<file path="config.mk">
export PLATFORM = sky130hd
export DESIGN_NAME = twist_monitor
export DESIGN_NICKNAME = d
export VERILOG_FILES = /design/src/rtl/twist_monitor.sv
export SDC_FILE = /design/constraint.sdc
export NUM_CORES = 1
export LEC_CHECK = 0
export ABC_AREA = 1
export BUFFER_PORTS_ARGS = -buffer_cell sky130_fd_sc_hd__buf_2
export CORE_UTILIZATION = 25
export CTS_CLUSTER_DIAMETER = 80
export DETAILED_ROUTE_END_ITERATION = 8
export PLACE_DENSITY = 0.44
export SLEW_MARGIN = 20
export SYNTH_ARGS = -nofsm -noshare
export SYNTH_HDL_FRONTEND = slang
export SYNTH_SLANG_ARGS = --single-unit
</file>
<file path="constraint.sdc">
create_clock -name clk -period 6.4 [get_ports clk]
set_input_delay 0.96 -clock clk [delete_from_list [all_inputs] [get_ports clk]]
set_output_delay 0.96 -clock clk [all_outputs]
set_load 0.01 [all_outputs]
</file>
<file path="src/rtl/twist_monitor.sv">
`default_nettype none
// ---------------------------------------------------------------------------
// twist_monitor : Johnson-code stream checker (decode, legality, order, lock)
// Rev 1.0
// ---------------------------------------------------------------------------
module twist_monitor #(
    parameter int WIDTH     = 8,
    parameter int LOCK_CNT  = 4,
    parameter int ERR_LIMIT = 3,
    localparam int IW       = $clog2(2*WIDTH)
) (
    input  logic             clk,
    input  logic             rst,
    input  logic [WIDTH-1:0] code_in,
    input  logic             code_vld,
    output logic [IW-1:0]    idx,
    output logic             idx_vld,
    output logic             illegal,
    output logic             seq_err,
    output logic             locked,
    output logic [7:0]       err_cnt
);

    localparam int GW   = $clog2(LOCK_CNT+1);
    localparam int BW   = $clog2(ERR_LIMIT+1);
    localparam int LAST = 2*WIDTH-1;

    typedef enum logic [0:0] {
        HUNT = 1'b0,
        LOCK = 1'b1
    } state_t;

    state_t          state_q;
    logic [IW-1:0]   idx_q;
    logic [IW-1:0]   prev_q;
    logic            have_prev_q;
    logic            idx_vld_q;
    logic            illegal_q;
    logic            seq_err_q;
    logic [7:0]      err_q;
    logic [GW-1:0]   good_q;
    logic [BW-1:0]   bad_q;

    function automatic logic [IW-1:0] popcnt(input logic [WIDTH-1:0] v);
        logic [IW-1:0] n;
        n = '0;
        for (int i = 0; i < WIDTH; i++) begin
            n = n + IW'(v[i]);
        end
        return n;
    endfunction

    // Complementing words with MSB set folds both halves of the sequence
    // onto one thermometer shape, so one check covers legality.
    logic [WIDTH-1:0] norm;
    logic             code_legal;
    logic [IW-1:0]    dec_idx;
    logic [IW-1:0]    next_exp;
    logic             seq_bad;
    logic [GW-1:0]    good_d;
    logic [BW-1:0]    bad_d;
    logic [7:0]       err_d;

    assign norm       = code_in[WIDTH-1] ? ~code_in : code_in;
    assign code_legal = ((norm & (norm + WIDTH'(1))) == '0);
    assign dec_idx    = code_in[WIDTH-1] ? (IW'(WIDTH) + popcnt(norm)) : popcnt(norm);
    assign next_exp   = (prev_q == IW'(LAST)) ? '0 : (prev_q + IW'(1));
    assign seq_bad    = have_prev_q && (dec_idx != next_exp);
    assign good_d     = (!have_prev_q || seq_bad) ? GW'(1) : (good_q + GW'(1));
    assign bad_d      = bad_q + BW'(1);
    assign err_d      = (err_q == 8'hFF) ? err_q : (err_q + 8'd1);

    always_ff @(posedge clk) begin
        if (rst) begin
            state_q     <= HUNT;
            idx_q       <= '0;
            prev_q      <= '0;
            have_prev_q <= 1'b0;
            idx_vld_q   <= 1'b0;
            illegal_q   <= 1'b0;
            seq_err_q   <= 1'b0;
            err_q       <= '0;
            good_q      <= '0;
            bad_q       <= '0;
        end else begin
            idx_vld_q <= 1'b0;
            illegal_q <= 1'b0;
            seq_err_q <= 1'b0;
            if (code_vld) begin
                if (!code_legal) begin
                    illegal_q <= 1'b1;
                    err_q     <= err_d;
                    if (state_q == HUNT) begin
                        good_q      <= '0;
                        have_prev_q <= 1'b0;
                    end else if (bad_d == BW'(ERR_LIMIT)) begin
                        state_q     <= HUNT;
                        good_q      <= '0;
                        have_prev_q <= 1'b0;
                    end else begin
                        bad_q <= bad_d;
                    end
                end else begin
                    idx_q       <= dec_idx;
                    idx_vld_q   <= 1'b1;
                    seq_err_q   <= seq_bad;
                    prev_q      <= dec_idx;
                    have_prev_q <= 1'b1;
                    if (seq_bad) begin
                        err_q <= err_d;
                    end
                    if (state_q == HUNT) begin
                        good_q <= good_d;
                        if (good_d == GW'(LOCK_CNT)) begin
                            state_q <= LOCK;
                            bad_q   <= '0;
                        end
                    end else if (seq_bad) begin
                        // Later have_prev_q assignment wins: losing lock drops the reference
                        if (bad_d == BW'(ERR_LIMIT)) begin
                            state_q     <= HUNT;
                            good_q      <= '0;
                            have_prev_q <= 1'b0;
                        end else begin
                            bad_q <= bad_d;
                        end
                    end else begin
                        bad_q <= '0;
                    end
                end
            end
        end
    end

    assign idx     = idx_q;
    assign idx_vld = idx_vld_q;
    assign illegal = illegal_q;
    assign seq_err = seq_err_q;
    assign locked  = (state_q == LOCK);
    assign err_cnt = err_q;

endmodule
`default_nettype wire
</file>
# Word-level counts from Yosys, hierarchy flattened
# Index checks and enable logic that the tools add are counted.
# op_classes
bitwise_logic	4
addsub	13
n_reduce_logical	13
muxes	30
eq_ne	8
# ops
operator	n
$mux W8	4
$mux W3	6
$add A4 B1 Y4	4
$add A8 B1 Y8 const B	2
$mux W1	12
$mux W2	6
$and A8 B8 Y8	1
$eq A8 B8 Y1 const B	1
$logic_not A8 Y1	1
$mux W4	2
$not A8 Y8	1
$reduce_and A2 Y1	4
$add A3 B1 Y4	1
$add A4 B1 Y4 const B	1
$add A4 B4 Y4 const A	1
$eq A4 B4 Y1 const B	1
$ne A4 B4 Y1	1
$reduce_bool A2 Y1	2
$add A2 B1 Y3	1
$add A3 B1 Y3 const B	1
$eq A3 B3 Y1 const B	1
$ne A3 B1 Y1 const B	1
$ne A3 B2 Y1 const B	1
$reduce_and A3 Y1	1
10 further kinds	11
# totals
output_inout_bits	16
regBits	22
inputBits	11

# Logic depth before layout (Yosys ltp)
# Gate-level depths: netlist (run 1).
# depth
word_depth	19
depth_mapped	25

# Worst setup path after synthesis (run 1)
# Ideal clock, no wire load.
# synth_timing
path_type	input to register
from	in code_in[7]
to	reg err_q[1] (netlist: err_cnt[1])
cell_stages	20
slack_ps	1954
arrival_ps	4331
n_path_buf	1
path_cell_list	buf_6 -> xor2_2 -> inv_1 -> fa_1 -> inv_1 -> fa_1 -> ha_1 -> ha_1 -> inv_1 -> fa_1 -> xor2_1 -> nand3_1 -> nor2_1 -> nand2_1 -> nand2_1 -> nand2_2 -> nand2_4 -> inv_2 -> nor2_1 -> nor2_1
# synth_via
elab_chain_len	14
elab_cells_between_ends	19
# synth_lines
item	line_no	text
from (decl)	14	input logic [WIDTH-1:0] code_in,
$mux W8	64	assign norm = code_in[WIDTH-1] ? ~code_in : code_in;
$add A1 B1 Y2	48	n = n + IW'(v[i]);
$add A2 B1 Y3	48	
$add A3 B1 Y4	48	
$add A4 B1 Y4 (4 in a row)	48	
$add A4 B4 Y4	66	assign dec_idx = code_in[WIDTH-1] ? (IW'(WIDTH) + popcnt(norm)) : popcnt(norm);
$mux W4	66	
$ne A4 B4 Y1	68	assign seq_bad = have_prev_q && (dec_idx != next_exp);
$logic_and A1 B1 Y1	68	
$ne A2 B1 Y1 (no source line)	n/a	
$reduce_and A2 Y1 (no source line)	n/a	
to (signal assigned)	92	err_q <= err_d;
to (signal assigned)	110	err_q <= err_d;
to (decl)	40	logic [7:0] err_q;
# Parallel ways exist; a longest one is shown, timed or not.
# A chain may end at the register's enable or synchronous reset.

# Final worst setup path (run 1)
# Ends and elaborated chain as after synthesis.

==> PnR_summary.wiki, run 1 <==
{| class="wikitable"
! Metric !! Value
|-
| Global-route track usage on met2 || between 15 and 20%
|-
| Reg2Reg Depth || 14
|-
| Vias per cell || between 4 and 5
|-
| Count of buffers added by post-CTS timing repair for setup || 0
|-
| Number of library cell types mapped by synthesis || 27
|-
| Kind of critical path || primary input to flop
|-
| TritonCTS clock tree || built
|-
| Worst path slowest cell || sky130_fd_sc_hd__fa_1
|-
| Critical Path Start Type || primary input
|-
| Worst-case clock buffer depth || 2
|-
| Reg-to-reg critical path endpoint || err_cnt[1]
|-
| Root buffer selected by CTS || sky130_fd_sc_hd__clkbuf_8
|-
| Sink count of the clock tree || 22
|-
| Number of optimization iterations in the first detailed-route pass || 6
|-
| Final RePlAce weighted congestion || 0.8291
|-
| Maximum number of pins on one net before global-route repair || 14
|-
| Worst hold slack || 0.4710 ns
|-
| CTS clock-pin slew for the worst setup and hold paths || about 0.08 ns
|-
| DP HPWL || 2.864 mm
|-
| Area growth syn-to-layout || 14.73%
|-
| Top library cells by usage in the layout, fill and taps aside || sky130_fd_sc_hd__nand2_1 (72), sky130_fd_sc_hd__inv_1 (38), sky130_fd_sc_hd__buf_2 (26)
|-
| Clock insertion delay at the later pin of the skew report || between 0.2 and 0.3 ns
|-
| Final WS setup || 1.804 ns
|-
| Critical path's top delay family || adder cells
|-
| Number of gates resized after CTS || 0
|-
| Detailed Route Iter0 Violations || 102
|-
| Net Count, Synth || 276
|-
| Max Fanout on Critical Path || 10
|-
| Max cap viols || 0
|-
| Highest Clock Rate || 217.6 MHz
|-
| Setup_tns || 0 ns
|-
| Element type at the critical path end || flop
|-
| Mean instance size in the synthesized netlist || 6.700 um^2
|-
| IO buf count || 26
|-
| Post-Synthesis Cells || 251
|-
| Ratio of total power to cell area || 203.6 nW/um^2
|-
| Final Routed Wirelength || 3.571 mm
|-
| Largest incremental delay on the critical path || 0.53 ns
|-
| # IOs || 27
|-
| Final core occ || 30.04%
|-
| Total placed instance area || 1874 um^2
|-
| Worst hold path depth || 2
|-
| Peak supply drop || around 0.062 mV
|-
| Fraction of final layout cells with drive strength greater than 1 || 17.03%
|-
| Total power of the final layout || 392.9 uW
|-
| Global Route Usage Sum || a little over a tenth
|-
| Hold EP || good_q[1]
|-
| Die Span Y || 84.02 um
|-
| Global-route wire length before repair || 6.285 mm
|-
| Minimum clock period || 4.596 ns
|-
| Cell count after placement || 349
|-
| Worst r2r src || prev_q[1]
|-
| Async SR Flop Fraction || 0%
|-
| Worst hold path type || flop to flop
|-
| GR Layer Usage met3 || approximately 2.5%
|-
| Leak Pwr || 0.9463 nW
|-
| Final slew viol count || 0
|-
| Number of enable flip-flop cells after synthesis || 0
|-
| CTS hold repair buffers || 0
|-
| Ordered cell list for the critical path || buf_2, xor2_2, inv_1, fa_1, inv_1, fa_1, ha_1, ha_1, inv_1, fa_1, xor2_1, nand3_1, nor2_1, nand2_1, nand2_1, nand2_2, nand2_4, inv_2, nor2_1, nor2_1
|-
| Die outline area || 7059 um^2
|-
| CP Data Required Time || 6.56 ns
|-
| Reg-to-reg slack, setup || 4.51 ns
|-
| Number of flip-flops and latches in the synthesized netlist || 22
|-
| Relative slew slack || 75.96%
|-
| Post-Layout Inst Area || 1929 um^2
|-
| Overall via count from detail_route || approximately 1,500
|-
| Starting density of the core || a little over a quarter
|-
| Core Footprint || 6422 um^2
|-
| Number of hold-slack violations in the final timing report || 0
|-
| Met1 Use GR || 15.93%
|-
| Endpoint arrival time on the critical path || 4.75 ns
|-
| Width of the die || 84.02 um
|-
| Remaining Overflow, GRT || 0
|-
| Site Rows || 29
|-
| Unrepaired setup endpoints after global routing || false
|-
| Outcome || finished, violations left
|-
| Origin of the worst min-delay path || good_q[1]
|-
| Synth Warn # || 0
|-
| Count of buffering cells on the critical path with inverters included || 5
|-
| Antenna violations before repair || 0
|-
| Number of buffers created by CTS || 3
|-
| Main flop type after synthesis || sky130_fd_sc_hd__dfxtp_1
|-
| Slew of the pin with the lowest slew margin || 0.3603 ns
|-
| Total number of nets in the final design || 302
|-
| Via count of the first global-routing pass || approximately 1,300
|-
| Wire length per cell || 10.12 um
|-
| H-tree levels || 1
|-
| Fin crit share || a little under three quarters
|-
| Post-route DRC violation count || 2
|-
| Failing checks || design-rule violations
|-
| Sequential cell area fraction in the yosys report || approximately a quarter
|-
| Non-filler instance count after layout || 353
|-
| Post-synthesis cell area || between 1500 and 2000 um^2
|-
| Number of setup violations in the final report || 0
|-
| Antenna Violating Nets Remaining || 0
|-
| Skew final || 0.004302 ns
|-
| Diodes inserted || 0
|-
| Most common cell after layout, fill and taps aside || sky130_fd_sc_hd__nand2_1
|-
| Worst slack, placed || 1.504 ns
|-
| Busiest layer in global routing || met2
|}
[synth_stat cells (3+ instances only)]
cell / number / share of area [%]
sky130_fd_sc_hd__clkbuf_1: 3 / 0.67
sky130_fd_sc_hd__o21ai_0: 10 / 3.0
sky130_fd_sc_hd__nand2_2: 4 / 1.5
sky130_fd_sc_hd__fa_1: 3 / 3.6
sky130_fd_sc_hd__ha_1: 11 / 8.2
sky130_fd_sc_hd__inv_1: 38 / 8.5
sky130_fd_sc_hd__a21oi_1: 17 / 5.1
sky130_fd_sc_hd__dfxtp_1: 22 / 26
sky130_fd_sc_hd__nand3_1: 22 / 6.5
sky130_fd_sc_hd__nor3_1: 3 / 0.89
sky130_fd_sc_hd__nand2_1: 72 / 16
sky130_fd_sc_hd__nand4_1: 5 / 1.9
sky130_fd_sc_hd__nor2_1: 17 / 3.8
sky130_fd_sc_hd__inv_2: 3 / 0.67
sky130_fd_sc_hd__xor2_1: 6 / 3.1
[sequential cells by signal (all words and copies together) (netlist names)]
register and flops:
err_cnt 8, prev_q 4, good_q 3, bad_q 2
have_prev_q 1, idx_vld 1, illegal 1, locked 1
seq_err 1
[power breakdown]
part | switching (mW) | total [mW] | internal (mW)
Clock | 0.0459 | 0.101 | 0.0548
Combinational | 0.0896 | 0.145 | 0.0550
Sequential | 0.00600 | 0.148 | 0.142
Total | 0.141 | 0.393 | 0.251
[final cells by class]
type                            count  area [um^2]
Fill cell                         699         4493
Tap cell                           77        96.34
Timing Repair Buffer               26        130.1
Multi-Input combinational cell    182         1045
Clock buffer                        4        55.05
Inverter                           42        162.7
Sequential cell                    22        440.4
[worst reg2reg max path: cells and delay by family, from the launching register on]
| kind | cells | cell delay [ns] |
|---|---|---|
| buffers and inverters | 2 | 0.14 |
| flip-flops | 1 | 0.42 |
| AND/OR/NAND/NOR | 11 | 1.01 |
| adder cells (fa/ha/maj) | 1 | 0.22 |
[routing by layer]
layer	part of all wire (%)	vias up
met3	3.0	0
met2	43	21
met5	0	-
li1	-	840
met4	0	0
met1	54	671
[how the worst max path moves through the flow]
stage	start	to	slack, ns	cells past startpoint
3_5_place_dp	code_in[7]	err_cnt[0]	1.50	20
4_1_cts	code_in[7]	err_cnt[1]	1.79	20
2_1_floorplan	code_in[7]	err_cnt[1]	1.95	20
3_3_place_gp	code_in[7]	err_cnt[0]	1.52	20
5_1_grt	code_in[7]	err_cnt[5]	1.54	23
6_report	code_in[7]	err_cnt[1]	1.80	20
[cell families after synthesis]
group	after synthesis	share of synthesized area (%)
XOR/XNOR	10	6.771
AND/OR/NAND/NOR	128	34.08
buffers and inverters	47	11.68
AO/OA/AOI/OAI	30	9.524
adder cells (fa/ha/maj)	14	11.76
flip-flops	22	26.19
Power figures use the tool's default switching activity.
==> run 2: changes to the inputs <==
Clock period 6.4 ns to 4.57 ns, I/O delays scaled along.
==> run 2 against run 1 <==
- the run still ends with design-rule violations left
- combinational power is 50% higher
- sequential power is 40% higher
- wire length is 6.2% higher
- non-clock buffer count is 1 higher
- die area stayed put
- clock-buffer cell count stayed put
- register-to-register slack worse by 1.9 ns
- critical path depth stayed put
- clock skew is 0.0031 ns lower
- hold slack better by 0.0035 ns
- global-route usage is 0.53 points higher
==> PnR_summary.wiki, run 2 (synthesized netlist as in run 1, its figures left out) <==
{| class="wikitable"
! Metric !! Value
|-
| Outcome || finished, violations left (unchanged)
|-
| Failing checks || design-rule violations (unchanged)
|-
| Most common cell after layout, fill and taps aside || sky130_fd_sc_hd__nand2_1 (unchanged)
|-
| Top library cells by usage in the layout, fill and taps aside || sky130_fd_sc_hd__nand2_1 (72), sky130_fd_sc_hd__inv_1 (38), sky130_fd_sc_hd__buf_2 (26) (unchanged)
|-
| Worst-case clock buffer depth || 2 (unchanged)
|-
| Share of total power in sequential cells || 36.2% (was 37.6%)
|-
| Vias per cell || 4.356 (was 4.340)
|-
| Width of the die || 84.02 um (unchanged)
|-
| Worst hold path type || flop to flop (unchanged)
|-
| Combinational share of power || 38.0% (was 36.8%)
|-
| Remaining Overflow, GRT || 0 (unchanged)
|-
| Minimum clock period || 4.206 ns
|-
| CP Data Required Time || 4.73 ns (was 6.56 ns)
|-
| Leak Pwr || 0.9519 nW (was 0.9463 nW)
|-
| Die outline area || 7059 um^2 (unchanged)
|-
| Overall via count from detail_route || 1,542 (was 1,532)
|-
| Final Routed Wirelength || 3.794 mm (was 3.571 mm)
|-
| Post-route DRC violation count || 1 (was 2)
|-
| Wire length per cell || 10.72 um (was 10.12 um)
|-
| Detailed Route Iter0 Violations || 89 (was 102)
|-
| Setup_tns || 0 ns (unchanged)
|-
| Relative slew slack || 75.58% (was 75.96%)
|-
| Final slew viol count || 0 (unchanged)
|-
| Clock power share || 25.8% (was 25.6%)
|-
| Diodes inserted || 0 (unchanged)
|-
| Critical Path Start Type || primary input (unchanged)
|-
| Peak supply drop || 0.09219 mV (was 0.06212 mV)
|-
| Antenna violations before repair || 0 (unchanged)
|-
| Element type at the critical path end || flop (unchanged)
|-
| Slew of the pin with the lowest slew margin || 0.3659 ns (was 0.3603 ns)
|-
| Clock insertion delay at the later pin of the skew report || 0.27 ns (was 0.26 ns)
|-
| Die Span Y || 84.02 um (unchanged)
|-
| Starting density of the core || 26.18% (unchanged)
|-
| Final RePlAce weighted congestion || 0.7702 (was 0.8291)
|-
| Number of gates resized after CTS || 0 (unchanged)
|-
| Cell count after placement || 350 (was 349)
|-
| Number of hold-slack violations in the final timing report || 0 (unchanged)
|-
| Unrepaired setup endpoints after global routing || false (unchanged)
|-
| Antenna Violating Nets Remaining || 0 (unchanged)
|-
| Area of the multi-input gates || 1052 um^2 (was 1045 um^2)
|-
| Sink count of the clock tree || 22 (unchanged)
|-
| Number of buffers created by CTS || 3 (unchanged)
|-
| Non-filler instance count after layout || 354 (was 353)
|-
| # IOs || 27 (unchanged)
|-
| Number of filler cells placed in the layout || 696 (was 699)
|-
| Global Route Usage Sum || 11.41% (was 10.88%)
|-
| Total number of nets in the final design || 303 (was 302)
|-
| Worst path slowest cell || sky130_fd_sc_hd__fa_1 (unchanged)
|-
| Switching power || 213.4 uW (was 141.5 uW)
|-
| Maximum number of pins on one net before global-route repair || 14 (unchanged)
|-
| Max Fanout on Critical Path || 9 (was 10)
|-
| Internal Dissipation || 357.4 uW (was 251.4 uW)
|-
| Area growth syn-to-layout || 15.62% (was 14.73%)
|-
| Ordered cell list for the critical path || buf_2, xor2_2, inv_1, fa_1, inv_1, fa_1, ha_1, ha_1, inv_1, fa_1, xor2_2, nand3_1, nor2_1, nand2_1, nand2_1, nand2_2, nand2_4, inv_2, nand2_1, a21oi_1 (was buf_2, xor2_2, inv_1, fa_1, inv_1, fa_1, ha_1, ha_1, inv_1, fa_1, xor2_1, nand3_1, nor2_1, nand2_1, nand2_1, nand2_2, nand2_4, inv_2, nor2_1, nor2_1)
|-
| Endpoint arrival time on the critical path || 4.36 ns (was 4.75 ns)
|-
| CTS clock-pin slew for the worst setup and hold paths || 0.09 ns (was 0.08 ns)
|-
| Via count of the first global-routing pass || 1,378 (was 1,337)
|-
| Ratio of total power to cell area || 293.6 nW/um^2 (was 203.6 nW/um^2)
|-
| Core Footprint || 6422 um^2 (unchanged)
|-
| Largest incremental delay on the critical path || 0.53 ns (about the same)
|-
| CTS hold repair buffers || 0 (unchanged)
|-
| H-tree levels || 1 (unchanged)
|-
| Number of setup violations in the final report || 0 (unchanged)
|-
| Share of total power consumed by net switching || 37.38% (was 36.01%)
|-
| Fraction of final layout cells with drive strength greater than 1 || 17.69% (was 17.03%)
|-
| Skew final || 0.001193 ns (was 0.004302 ns)
|-
| Highest Clock Rate || 237.8 MHz
|-
| Register Area || 440.4 um^2 (unchanged)
|-
| Fin crit share || 92.03%
|-
| TritonCTS clock tree || built (unchanged)
|-
| Site Rows || 29 (unchanged)
|-
| Largest register FFs || 8 (unchanged)
|-
| Root buffer selected by CTS || sky130_fd_sc_hd__clkbuf_8 (unchanged)
|-
| Number of optimization iterations in the first detailed-route pass || 6 (unchanged)
|-
| IO buf count || 26 (unchanged)
|-
| DP HPWL || 2.949 mm (was 2.864 mm)
|-
| Global-route wire length before repair || 6.492 mm (was 6.285 mm)
|-
| Max cap viols || 0 (unchanged)
|-
| Count of buffers added by post-CTS timing repair for setup || 0 (unchanged)
|-
| Kind of critical path || primary input to flop (unchanged)
|}
run 2: cell count changes in the layout (fill, tap and decap cells not counted), sizes merged:
cell / previous run / this run
buf: 26 / 27
run 2: cell type report:
type	count	area share, %
inverter	42	8.366
timing repair buffer	27	7.079
tap	77	4.955
clock buffer	4	2.831
sequential	22	22.65
multi-input combinational	182	54.12
run 2: final timing paths:
check	endpoint	slack, ns	from	cells past startpoint
worst min register to register	good_q[1]	0.47	good_q[1]	2
worst max register to register	err_cnt[7]	2.65	prev_q[0]	14
worst min-delay path	good_q[1]	0.47	good_q[1]	2
worst max-delay path	err_cnt[7]	0.36	code_in[7]	20
run 2: worst max-delay path: cells and delay by family:
kind	cells	cell delay, ns
adders and majority gates	5	2.00
and+or+nand+nor	7	0.69
buffers and inverters	5	0.48
xor gates and xnor gates	2	0.44
AOI/OAI and AO/OA	1	0.06
run 2: metrics by stage:
step           util [%]  hold WS (ns)  power, mW  setup WS, ns  area, um^2
6_report          30.27        0.4745     0.5708        0.3643        1944
5_1_grt           30.27        0.5114     0.6183       0.04010        1944
4_1_cts           30.16        0.4798     0.5717        0.3408        1937
3_5_place_dp      29.30        0.4668     0.4209       0.05456        1882
3_3_place_gp      29.30        0.4608     0.4200       0.06656        1882
2_1_floorplan         -        0.4429     0.3695        0.3981        1682
run 2: metal layers:
metal	global-route usage (%)	wire, um	vias up
li1	-	-	839
met1	16.44	2085	674
met2	16.92	1536	24
met3	2.176	124	5
met4	3.762	47	0
met5	0	0	-
run 2: power by group through the flow:
stage / Sequential (mW) / Combinational (mW) / Clock [mW]
floorplan: 0.211 / 0.158 / 0
global placement: 0.211 / 0.209 / 0
detailed placement: 0.211 / 0.210 / 0
CTS: 0.207 / 0.211 / 0.154
global route: 0.208 / 0.249 / 0.161
finish: 0.207 / 0.217 / 0.147
